===== src/rtl/comparador_multimodo.sv =====
// Pipelined multi-mode comparator: six compare modes, valid/ready flow control
// with a global stall, and a saturating tally of transferred true results.
module comparador_multimodo #(
    parameter int WIDTH  = 32,
    parameter int STAGES = 2,
    parameter int CNT_W  = 16
) (
    input  logic             clk,
    input  logic             rst,
    input  logic             in_valid,
    output logic             in_ready,
    input  logic [2:0]       mode,
    input  logic [WIDTH-1:0] input_a,
    input  logic [WIDTH-1:0] input_b,
    output logic             out_valid,
    input  logic             out_ready,
    output logic             output_s,
    output logic             eq_flag,
    output logic             lt_flag,
    input  logic             count_clr,
    output logic [CNT_W-1:0] match_count
);

    localparam logic [2:0] MODE_EQ  = 3'b000;
    localparam logic [2:0] MODE_NE  = 3'b001;
    localparam logic [2:0] MODE_LTS = 3'b010;
    localparam logic [2:0] MODE_GES = 3'b011;
    localparam logic [2:0] MODE_LTU = 3'b100;
    localparam logic [2:0] MODE_GEU = 3'b101;

    logic en;

    // Stage 1: registered operands and mode
    logic             s1_valid_q, s1_valid_d;
    logic [WIDTH-1:0] s1_a_q, s1_a_d;
    logic [WIDTH-1:0] s1_b_q, s1_b_d;
    logic [2:0]       s1_mode_q, s1_mode_d;

    assign en       = !out_valid || out_ready;
    assign in_ready = en;

    always_comb begin
        s1_valid_d = s1_valid_q;
        s1_a_d     = s1_a_q;
        s1_b_d     = s1_b_q;
        s1_mode_d  = s1_mode_q;
        if (en) begin
            s1_valid_d = in_valid;
            s1_a_d     = input_a;
            s1_b_d     = input_b;
            s1_mode_d  = mode;
        end
    end

    always_ff @(posedge clk) begin
        if (rst) begin
            s1_valid_q <= 1'b0;
            s1_a_q     <= '0;
            s1_b_q     <= '0;
            s1_mode_q  <= '0;
        end else begin
            s1_valid_q <= s1_valid_d;
            s1_a_q     <= s1_a_d;
            s1_b_q     <= s1_b_d;
            s1_mode_q  <= s1_mode_d;
        end
    end

    // Compare logic, evaluated on the stage-1 registers only
    logic eq_c, lt_s_c, lt_u_c, lt_c, s_c;

    always_comb begin
        eq_c   = (s1_a_q == s1_b_q);
        lt_s_c = ($signed(s1_a_q) < $signed(s1_b_q));
        lt_u_c = (s1_a_q < s1_b_q);
        lt_c   = s1_mode_q[2] ? lt_u_c : lt_s_c;
        case (s1_mode_q)
            MODE_EQ:  s_c = eq_c;
            MODE_NE:  s_c = !eq_c;
            MODE_LTS: s_c = lt_s_c;
            MODE_GES: s_c = !lt_s_c;
            MODE_LTU: s_c = lt_u_c;
            MODE_GEU: s_c = !lt_u_c;
            default:  s_c = 1'b0;
        endcase
    end

    generate
        if (STAGES == 1) begin : g_direct
            // Gate by valid so the reset/bubble state reads as all-zero
            assign out_valid = s1_valid_q;
            assign output_s  = s1_valid_q & s_c;
            assign eq_flag   = s1_valid_q & eq_c;
            assign lt_flag   = s1_valid_q & lt_c;
        end else begin : g_pipe
            localparam int N = STAGES - 1;
            logic v_q  [N];
            logic v_d  [N];
            logic s_q  [N];
            logic s_d  [N];
            logic eq_q [N];
            logic eq_d [N];
            logic lt_q [N];
            logic lt_d [N];

            always_comb begin
                for (int i = 0; i < N; i++) begin
                    v_d[i]  = v_q[i];
                    s_d[i]  = s_q[i];
                    eq_d[i] = eq_q[i];
                    lt_d[i] = lt_q[i];
                end
                if (en) begin
                    v_d[0]  = s1_valid_q;
                    s_d[0]  = s_c;
                    eq_d[0] = eq_c;
                    lt_d[0] = lt_c;
                    for (int i = 1; i < N; i++) begin
                        v_d[i]  = v_q[i-1];
                        s_d[i]  = s_q[i-1];
                        eq_d[i] = eq_q[i-1];
                        lt_d[i] = lt_q[i-1];
                    end
                end
            end

            always_ff @(posedge clk) begin
                for (int i = 0; i < N; i++) begin
                    if (rst) begin
                        v_q[i]  <= 1'b0;
                        s_q[i]  <= 1'b0;
                        eq_q[i] <= 1'b0;
                        lt_q[i] <= 1'b0;
                    end else begin
                        v_q[i]  <= v_d[i];
                        s_q[i]  <= s_d[i];
                        eq_q[i] <= eq_d[i];
                        lt_q[i] <= lt_d[i];
                    end
                end
            end

            assign out_valid = v_q[N-1];
            assign output_s  = s_q[N-1];
            assign eq_flag   = eq_q[N-1];
            assign lt_flag   = lt_q[N-1];
        end
    endgenerate

    // Saturating count of true results; clear wins over increment
    logic [CNT_W-1:0] cnt_q, cnt_d;

    always_comb begin
        cnt_d = cnt_q;
        if (count_clr) begin
            cnt_d = '0;
        end else if (out_valid && out_ready && output_s && (cnt_q != {CNT_W{1'b1}})) begin
            cnt_d = cnt_q + CNT_W'(1);
        end
    end

    always_ff @(posedge clk) begin
        if (rst) begin
            cnt_q <= '0;
        end else begin
            cnt_q <= cnt_d;
        end
    end

    assign match_count = cnt_q;

endmodule

===== config.mk =====
export PLATFORM = sky130hd
export DESIGN_NAME = comparador_multimodo
export DESIGN_NICKNAME = d
export VERILOG_FILES = /design/src/rtl/comparador_multimodo.sv
export SDC_FILE = /design/constraint.sdc
export NUM_CORES = 1
export LEC_CHECK = 0
export CORE_UTILIZATION = 36
export CTS_BUF_LIST = sky130_fd_sc_hd__clkbuf_4 sky130_fd_sc_hd__clkbuf_8
export CTS_CLUSTER_DIAMETER = 100
export DETAILED_ROUTE_END_ITERATION = 10
export REMOVE_ABC_BUFFERS = 1
export SYNTH_ARGS = -nofsm -noshare
export SYNTH_HDL_FRONTEND = slang
export SYNTH_SLANG_ARGS = --single-unit

===== constraint.sdc =====
create_clock -name clk -period 6.6 [get_ports clk]
set_input_delay 1.32 -clock clk [delete_from_list [all_inputs] [get_ports clk]]
set_output_delay 1.32 -clock clk [all_outputs]
set_load 0.1 [all_outputs]

==> results of run 1 <==
[per-stage QoR]
stage	total power [W]	cells	util	worst slack, ns
floorplan	0.000686	500	-	0.128
global placement	0.000763	734	0.467	2.04
detailed placement	0.000766	734	0.467	2.01
CTS	0.00115	749	0.486	1.99
global route	0.00119	749	0.486	1.91
finish	0.00113	749	0.486	2.07
[kinds of logic (layout without fill, tap and decap cells)]
| group | after synthesis | after routing | share of synthesized area |
|---|---|---|---|
| DFF | 88 | 88 | 0.431 |
| AOI/OAI and AO/OA | 105 | 105 | 0.136 |
| and+or+nand+nor | 216 | 216 | 0.231 |
| xor gates and xnor gates | 15 | 15 | 0.0340 |
| muxes | 3 | 3 | 0.00795 |
| adders and majority gates | 33 | 33 | 0.101 |
| buffers and inverters | 65 | 149 | 0.0597 |
[Yosys cell counts, drive strengths merged, types with 3 or more instances]
cell type	number
dfxtp	88
a21o	3
ha	33
nand3	9
nand4	8
o21ai	7
buf	4
xor2	8
nand2	156
nor2	20
clkbuf	21
inv	40
nor3	4
a21oi	87
nor2b	4
and4	3
xnor2	7
[cell type report]
type,count,share of cell area
multi-input cells,372,0.394
flip-flops and latches,88,0.332
repair buffers,94,0.175
well taps,140,0.0330
clock buffers,11,0.0285
inverters,40,0.0283
clock inverters,4,0.0101
[final timing paths]
path,depth (start not counted),end,slack [ns]
min,2,s1_b_q[20]$_SDFFE_PP0P_,0.45
max reg2reg,8,g_pipe.s_q[0]$_SDFFE_PP0P_,4.23
max,4,in_ready,2.07
min reg2reg,2,s1_b_q[20]$_SDFFE_PP0P_,0.45
[worst min-delay path, cell delays in order, from the launching register on]
cell	delay, ns
sky130_fd_sc_hd__dfxtp_1	0.31
sky130_fd_sc_hd__nand2_1	0.05
sky130_fd_sc_hd__a21oi_1	0.05
[power groups by stage]
stage	Combinational (W)	Clock [W]	Sequential, W
global placement	0.000177	0	0.000586
floorplan	0.0000871	0	0.000599
CTS	0.000180	0.000396	0.000574
finish	0.000177	0.000380	0.000574
global route	0.000199	0.000418	0.000578
detailed placement	0.000179	0	0.000587
[per-layer routing]
layer  vias to the layer above  share of wire  global-route usage
met5                         -              0                   0
met1                      1543           0.47               0.187
met2                        60           0.48               0.277
met3                         5          0.039              0.0404
li1                       1877              -                   -
met4                         0         0.0077              0.0463
[state kept, by name (all words and copies together), names as in the netlist]
signal and cells:
g_pipe.eq_q 1, g_pipe.lt_q 1, g_pipe.s_q 1, g_pipe.v_q 1
match_count 16, s1_a_q 32, s1_b_q 32, s1_mode_q 3
s1_valid_q 1
==> impl_results.rst, run 1 <==
.. list-table::
   :header-rows: 1

   * - Metric
     - Value
   * - Max frequency
     - 221 MHz
   * - Vias per inst
     - 4.65
   * - Most used cells in the layout excluding fill and tap cells
     - sky130_fd_sc_hd__nand2_1, sky130_fd_sc_hd__clkdlybuf4s50_1, sky130_fd_sc_hd__dfxtp_1, sky130_fd_sc_hd__a21oi_1, sky130_fd_sc_hd__inv_1
   * - Inserted Clock Buffers
     - 9
   * - Initial core utilization
     - 0.374
   * - Tightest Hold Check Type
     - reg2reg
   * - Post-Route Setup TNS
     - 0 ns
   * - Yosys warns
     - 0
   * - Slew Viols, Final
     - 0
   * - Buffer levels on the longest clock path
     - 2
   * - EDFF count, synth
     - 0
   * - Area taken by flip-flops and latches
     - 0.00176 mm2
   * - Total inserted antenna cells
     - 0
   * - Global-route total usage across every layer
     - 0.157
   * - Internal
     - between 0.0008 and 0.0009 W
   * - Number of setup buffers added after CTS
     - 0
   * - Async SR Flop Fraction
     - 0
   * - Post-route clock period utilization
     - 0.686
   * - Synthesized area
     - 0.00409 mm2
   * - Max-cap violation count
     - 0
   * - Proportion of power drawn by the clock network
     - 0.336
   * - Placement row count
     - 38
   * - Cell types with the largest area share after synthesis
     - sky130_fd_sc_hd__dfxtp_1, sky130_fd_sc_hd__nand2_1, sky130_fd_sc_hd__a21oi_1
   * - Number of buffers and inverters on the critical path
     - 3
   * - Distinct cell type count of the synthesized netlist
     - between 40 and 50
   * - Area inside the core boundary
     - 0.0109 mm2
   * - Root buffer selected by CTS
     - sky130_fd_sc_hd__clkbuf_8
   * - Clk Latency, worst-skew pair
     - 0.35 ns
   * - Sequential area share after synthesis
     - 0.431
   * - Slew at the pin with the worst max-slew slack
     - 1.13 ns
   * - Type of the worst setup path
     - in2out
   * - Post-synthesis to final-layout area growth
     - 29.9%
   * - Relative max-transition margin
     - 0.245
   * - Violation count after the first detailed-routing iteration
     - 139
   * - Wire length after detailed routing
     - 8.70 mm
   * - Critical R2R Launch
     - s1_b_q[10]$_SDFFE_PP0P_
   * - Net switching power of the design
     - 0.000293 W
   * - Number of instances in the synthesized netlist
     - approximately 530
   * - Residual DRC count
     - 0
   * - Number of failing hold endpoints at the final stage
     - 0
   * - Leading cell type in the layout, fill and taps excluded
     - sky130_fd_sc_hd__nand2_1
   * - Average cell area after synthesis
     - 7.79 um2
   * - Placed cell area
     - 0.00511 mm2
   * - Number of port buffers
     - ~90
   * - Number of nets still failing antenna checks after routing
     - 0
   * - Run status
     - complete, no violations
   * - Largest stage delay, worst path
     - 0.80 ns
   * - Final Setup Violations
     - 0
   * - FILL cells
     - 1,117
   * - Detailed placer's ending HPWL
     - 6.27 mm
   * - Data arrival, critical path
     - 3.21 ns
   * - Routability Congestion
     - 0.826
   * - Worst Setup End Kind
     - output pin
   * - CP delay by family, top
     - buffers and inverters
   * - Count of clock tree sinks
     - 88
   * - CTS-repair resized insts
     - 0
   * - Die Y
     - between 100 and 150 um
   * - Multi-input logic area
     - 0.00209 mm2
   * - Hold Buf Count CTS
     - 0
   * - Count of state elements after synthesis
     - 88
   * - Synth area leader
     - sky130_fd_sc_hd__dfxtp_1
   * - Clock slew at the register clock pins of the worst setup and hold paths
     - 0.08 ns
   * - Required @ worst endpoint
     - 5.28 ns
   * - NumNets Final
     - a little over 700
   * - Hold WS
     - approximately 0.45 ns
   * - Sequence of cells on the critical path
     - clkdlybuf4s50_1 -> nor2b_4 -> inv_2 -> buf_4
   * - Main synth FF type
     - sky130_fd_sc_hd__dfxtp_1
   * - Peak supply drop
     - roughly 100 uV
   * - # H-tree levels
     - 3
   * - Via count of the first global-routing pass
     - around 3,400
   * - CTS tree
     - yes
   * - Maximum number of pins on one net before global-route repair
     - 74
   * - Slowest CP cell
     - sky130_fd_sc_hd__inv_2
   * - Final worst path period need
     - 4.53 ns
   * - Global-route wire length before repair
     - between 10 and 15 mm
   * - Remaining global-route overflow
     - 0
   * - Share of the synthesized area in the top cell type
     - 0.431
   * - Share of power burned in registers
     - 0.508
   * - Die W
     - about 110 um
   * - I/O pin cnt
     - 93
   * - RSZ-0062 raised after global routing
     - no
   * - Drt wl/cell
     - 11.6 um
   * - Die footprint
     - 0.0118 mm2
   * - Power Density
     - 213 mW/mm2
   * - Critical Path Fanout Max
     - between 70 and 80
   * - Switching power as a share of total power
     - 0.259
   * - Hold Startpoint
     - s1_b_q[20]$_SDFFE_PP0P_
   * - Total leakage power
     - 2.18 nW
   * - Share of layout cells above drive strength 1
     - 0.0476
   * - Design area
     - 0.00531 mm2
   * - Vias after detailed routing
     - ~3,500
   * - Number of antenna violations at the first check in global routing
     - 0
   * - Setup Skew
     - 0.0110 ns
   * - Fraction of power consumed by combinational cells
     - 0.156
   * - Worst setup path startpoint
     - out_ready
   * - Critical path startpoint category
     - input pin
   * - Number of search-and-repair iterations in the first detailed-routing pass
     - 4
Power figures use the tool's default switching activity.
==> run 2: changes to the inputs <==
Clock period 6.6 ns to 4.7 ns, I/O delays scaled along.
==> run 2 against run 1 <==
Net effect:
- setup slack lost 0.29 ns
- combinational power grew 42%
- flip-flop and latch count is the same
- die area is the same
- global-route usage grew 0.42 points
- cell count shrank 0.13%
- total power grew 33%
- hold slack is essentially flat
- clock-buffer cell count is the same
- largest cell class unchanged
==> impl_results.rst, run 2 (synthesis gave the netlist of run 1 again) <==
.. list-table::
   :header-rows: 1

   * - Metric
     - Value
   * - Run status
     - complete, no violations
   * - Number of nets still failing antenna checks after routing
     - 0
   * - Internal
     - 0.00110 W
   * - Vias after detailed routing
     - 3,557
   * - Sequence of cells on the critical path
     - clkdlybuf4s50_1
   * - NumNets Final
     - 711
   * - # H-tree levels
     - 3
   * - Buffer levels on the longest clock path
     - 2
   * - CP delay by family, top
     - buffers and inverters
   * - Tightest Hold Check Type
     - reg2reg
   * - Number of failing hold endpoints at the final stage
     - 0
   * - Number of search-and-repair iterations in the first detailed-routing pass
     - 4
   * - Slew Viols, Final
     - 0
   * - Non-filler instance count after layout
     - roughly 750
   * - Fraction of power consumed by combinational cells
     - 0.168
   * - Leading cell type in the layout, fill and taps excluded
     - sky130_fd_sc_hd__nand2_1
   * - Placement row count
     - 38
   * - Area inside the core boundary
     - 0.0109 mm2
   * - Type of the worst setup path
     - reg2out
   * - CTS tree
     - yes
   * - Wire length after detailed routing
     - 8.97 mm
   * - Clock slew at the register clock pins of the worst setup and hold paths
     - 0.08 ns
   * - Total inserted antenna cells
     - 0
   * - Post-route clock period utilization
     - 0.621
   * - Hold Buf Count CTS
     - 0
   * - Routability Congestion
     - 0.829
   * - RSZ-0062 raised after global routing
     - no
   * - Post-synthesis to final-layout area growth
     - 29.0%
   * - Relative max-transition margin
     - 0.326
   * - Global-route total usage across every layer
     - 0.162
   * - Number of instances in the placed design
     - 735
   * - Final Setup Violations
     - 0
   * - Final worst path period need
     - 2.92 ns
   * - Largest stage delay, worst path
     - 1.18 ns
   * - Proportion of power drawn by the clock network
     - 0.295
   * - Number of port buffers
     - 92
   * - Data arrival, critical path
     - 1.98 ns
   * - Via count of the first global-routing pass
     - 3,390
   * - Share of layout cells above drive strength 1
     - 0.0461
   * - Clk Latency, worst-skew pair
     - 0.35 ns
   * - Maximum number of pins on one net before global-route repair
     - 73
   * - Die W
     - 109 um
   * - Switching power as a share of total power
     - 0.267
   * - Count of clock tree sinks
     - 88
   * - Number of antenna violations at the first check in global routing
     - 0
   * - Total power consumption of the routed design
     - ~0.0015 W
   * - Die footprint
     - 0.0118 mm2
   * - CTS-repair resized insts
     - 0
   * - Detailed placer's ending HPWL
     - around 6.3 mm
   * - Worst Setup End Kind
     - output pin
   * - Critical path startpoint category
     - flop
   * - Vias per inst
     - 4.76
   * - Remaining global-route overflow
     - 0
   * - Initial core utilization
     - 0.374
   * - Peak supply drop
     - 104 uV
   * - Global-route wire length before repair
     - 14.9 mm
   * - Required @ worst endpoint
     - between 3 and 4 ns
   * - Max frequency
     - roughly 340 MHz
   * - Violation count after the first detailed-routing iteration
     - 96
   * - Slew at the pin with the worst max-slew slack
     - 1.01 ns
   * - Critical Path Fanout Max
     - 6
   * - FILL cells
     - 1,127
   * - Residual DRC count
     - 0
   * - Share of power burned in registers
     - 0.538
   * - Die Y
     - 109 um
   * - Inserted Clock Buffers
     - 9
   * - Number of setup buffers added after CTS
     - 0
   * - I/O pin cnt
     - between 90 and 100
   * - Total leakage power
     - 2.17 nW
   * - Setup Skew
     - 0.00829 ns
   * - Root buffer selected by CTS
     - sky130_fd_sc_hd__clkbuf_8
   * - Power Density
     - 284 mW/mm2
   * - Net switching power of the design
     - ~0.0004 W
   * - Most used cells in the layout excluding fill and tap cells
     - sky130_fd_sc_hd__nand2_1, sky130_fd_sc_hd__clkdlybuf4s50_1, sky130_fd_sc_hd__dfxtp_1, sky130_fd_sc_hd__a21oi_1, sky130_fd_sc_hd__inv_1
   * - Number of buffers and inverters on the critical path
     - 1
   * - Max-cap violation count
     - 0
   * - Drt wl/cell
     - between 10 and 15 um
   * - Slowest CP cell
     - sky130_fd_sc_hd__clkdlybuf4s50_1
## run 2: cell types whose count changed in the layout (fill, tap and decap cells not counted), sizes merged
cell | previous run | this run
buf | 4 | 5
clkinv | 1 | 2
clkinvlp | 2 | 0
bufinv | 1 | 0
## run 2: area by class of cell
type / instances / area, um2 / area share
Sequential cell: 88 / 1760 / 0.334
Clock buffer: 11 / 139 / 0.0263
Tap cell: 140 / 175 / 0.0332
Inverter: 40 / 150 / 0.0285
Multi-Input combinational cell: 372 / 2090 / 0.396
Clock inverter: 2 / 10.0 / 0.00190
Timing Repair Buffer: 95 / 948 / 0.180
## run 2: layer usage
metal | routed length [um] | track usage
met3 | 331 | 0.0362
met5 | 0 | 0
met2 | 4260 | 0.283
met1 | 4280 | 0.192
met4 | 93 | 0.0579
## run 2: metrics by stage
stage	setup WS, ns	setup TNS, ns	utilization	hold WS [ns]	instance area (um2)
5_1_grt	1.70	0	0.482	0.475	5280
6_report	1.78	0	0.482	0.454	5280
3_3_place_gp	1.87	0	0.469	0.441	5130
3_5_place_dp	1.89	0	0.469	0.443	5130
2_1_floorplan	-1.11	-48.17	-	0.426	4000
4_1_cts	1.76	0	0.482	0.455	5280
## run 2: path summary, 6_finish.rpt
kind / startpoint / end / slack [ns] / depth (start not counted)
max: match_count[6]$_SDFFE_PP0P_ / match_count[6] / 1.78 / 1
min: s1_b_q[18]$_SDFFE_PP0P_ / s1_b_q[18]$_SDFFE_PP0P_ / 0.45 / 2
max reg2reg: s1_b_q[10]$_SDFFE_PP0P_ / g_pipe.s_q[0]$_SDFFE_PP0P_ / 2.31 / 8
min reg2reg: s1_b_q[18]$_SDFFE_PP0P_ / s1_b_q[18]$_SDFFE_PP0P_ / 0.45 / 2
## run 2: power by group through the flow
stage / Clock [W] / Combinational [W] / Sequential (W)
2_1_floorplan: 0 / 0.000122 / 0.000841
3_3_place_gp: 0 / 0.000251 / 0.000823
3_5_place_dp: 0 / 0.000253 / 0.000824
4_1_cts: 0.000456 / 0.000255 / 0.000807
5_1_grt: 0.000489 / 0.000283 / 0.000811
6_report: 0.000442 / 0.000251 / 0.000807
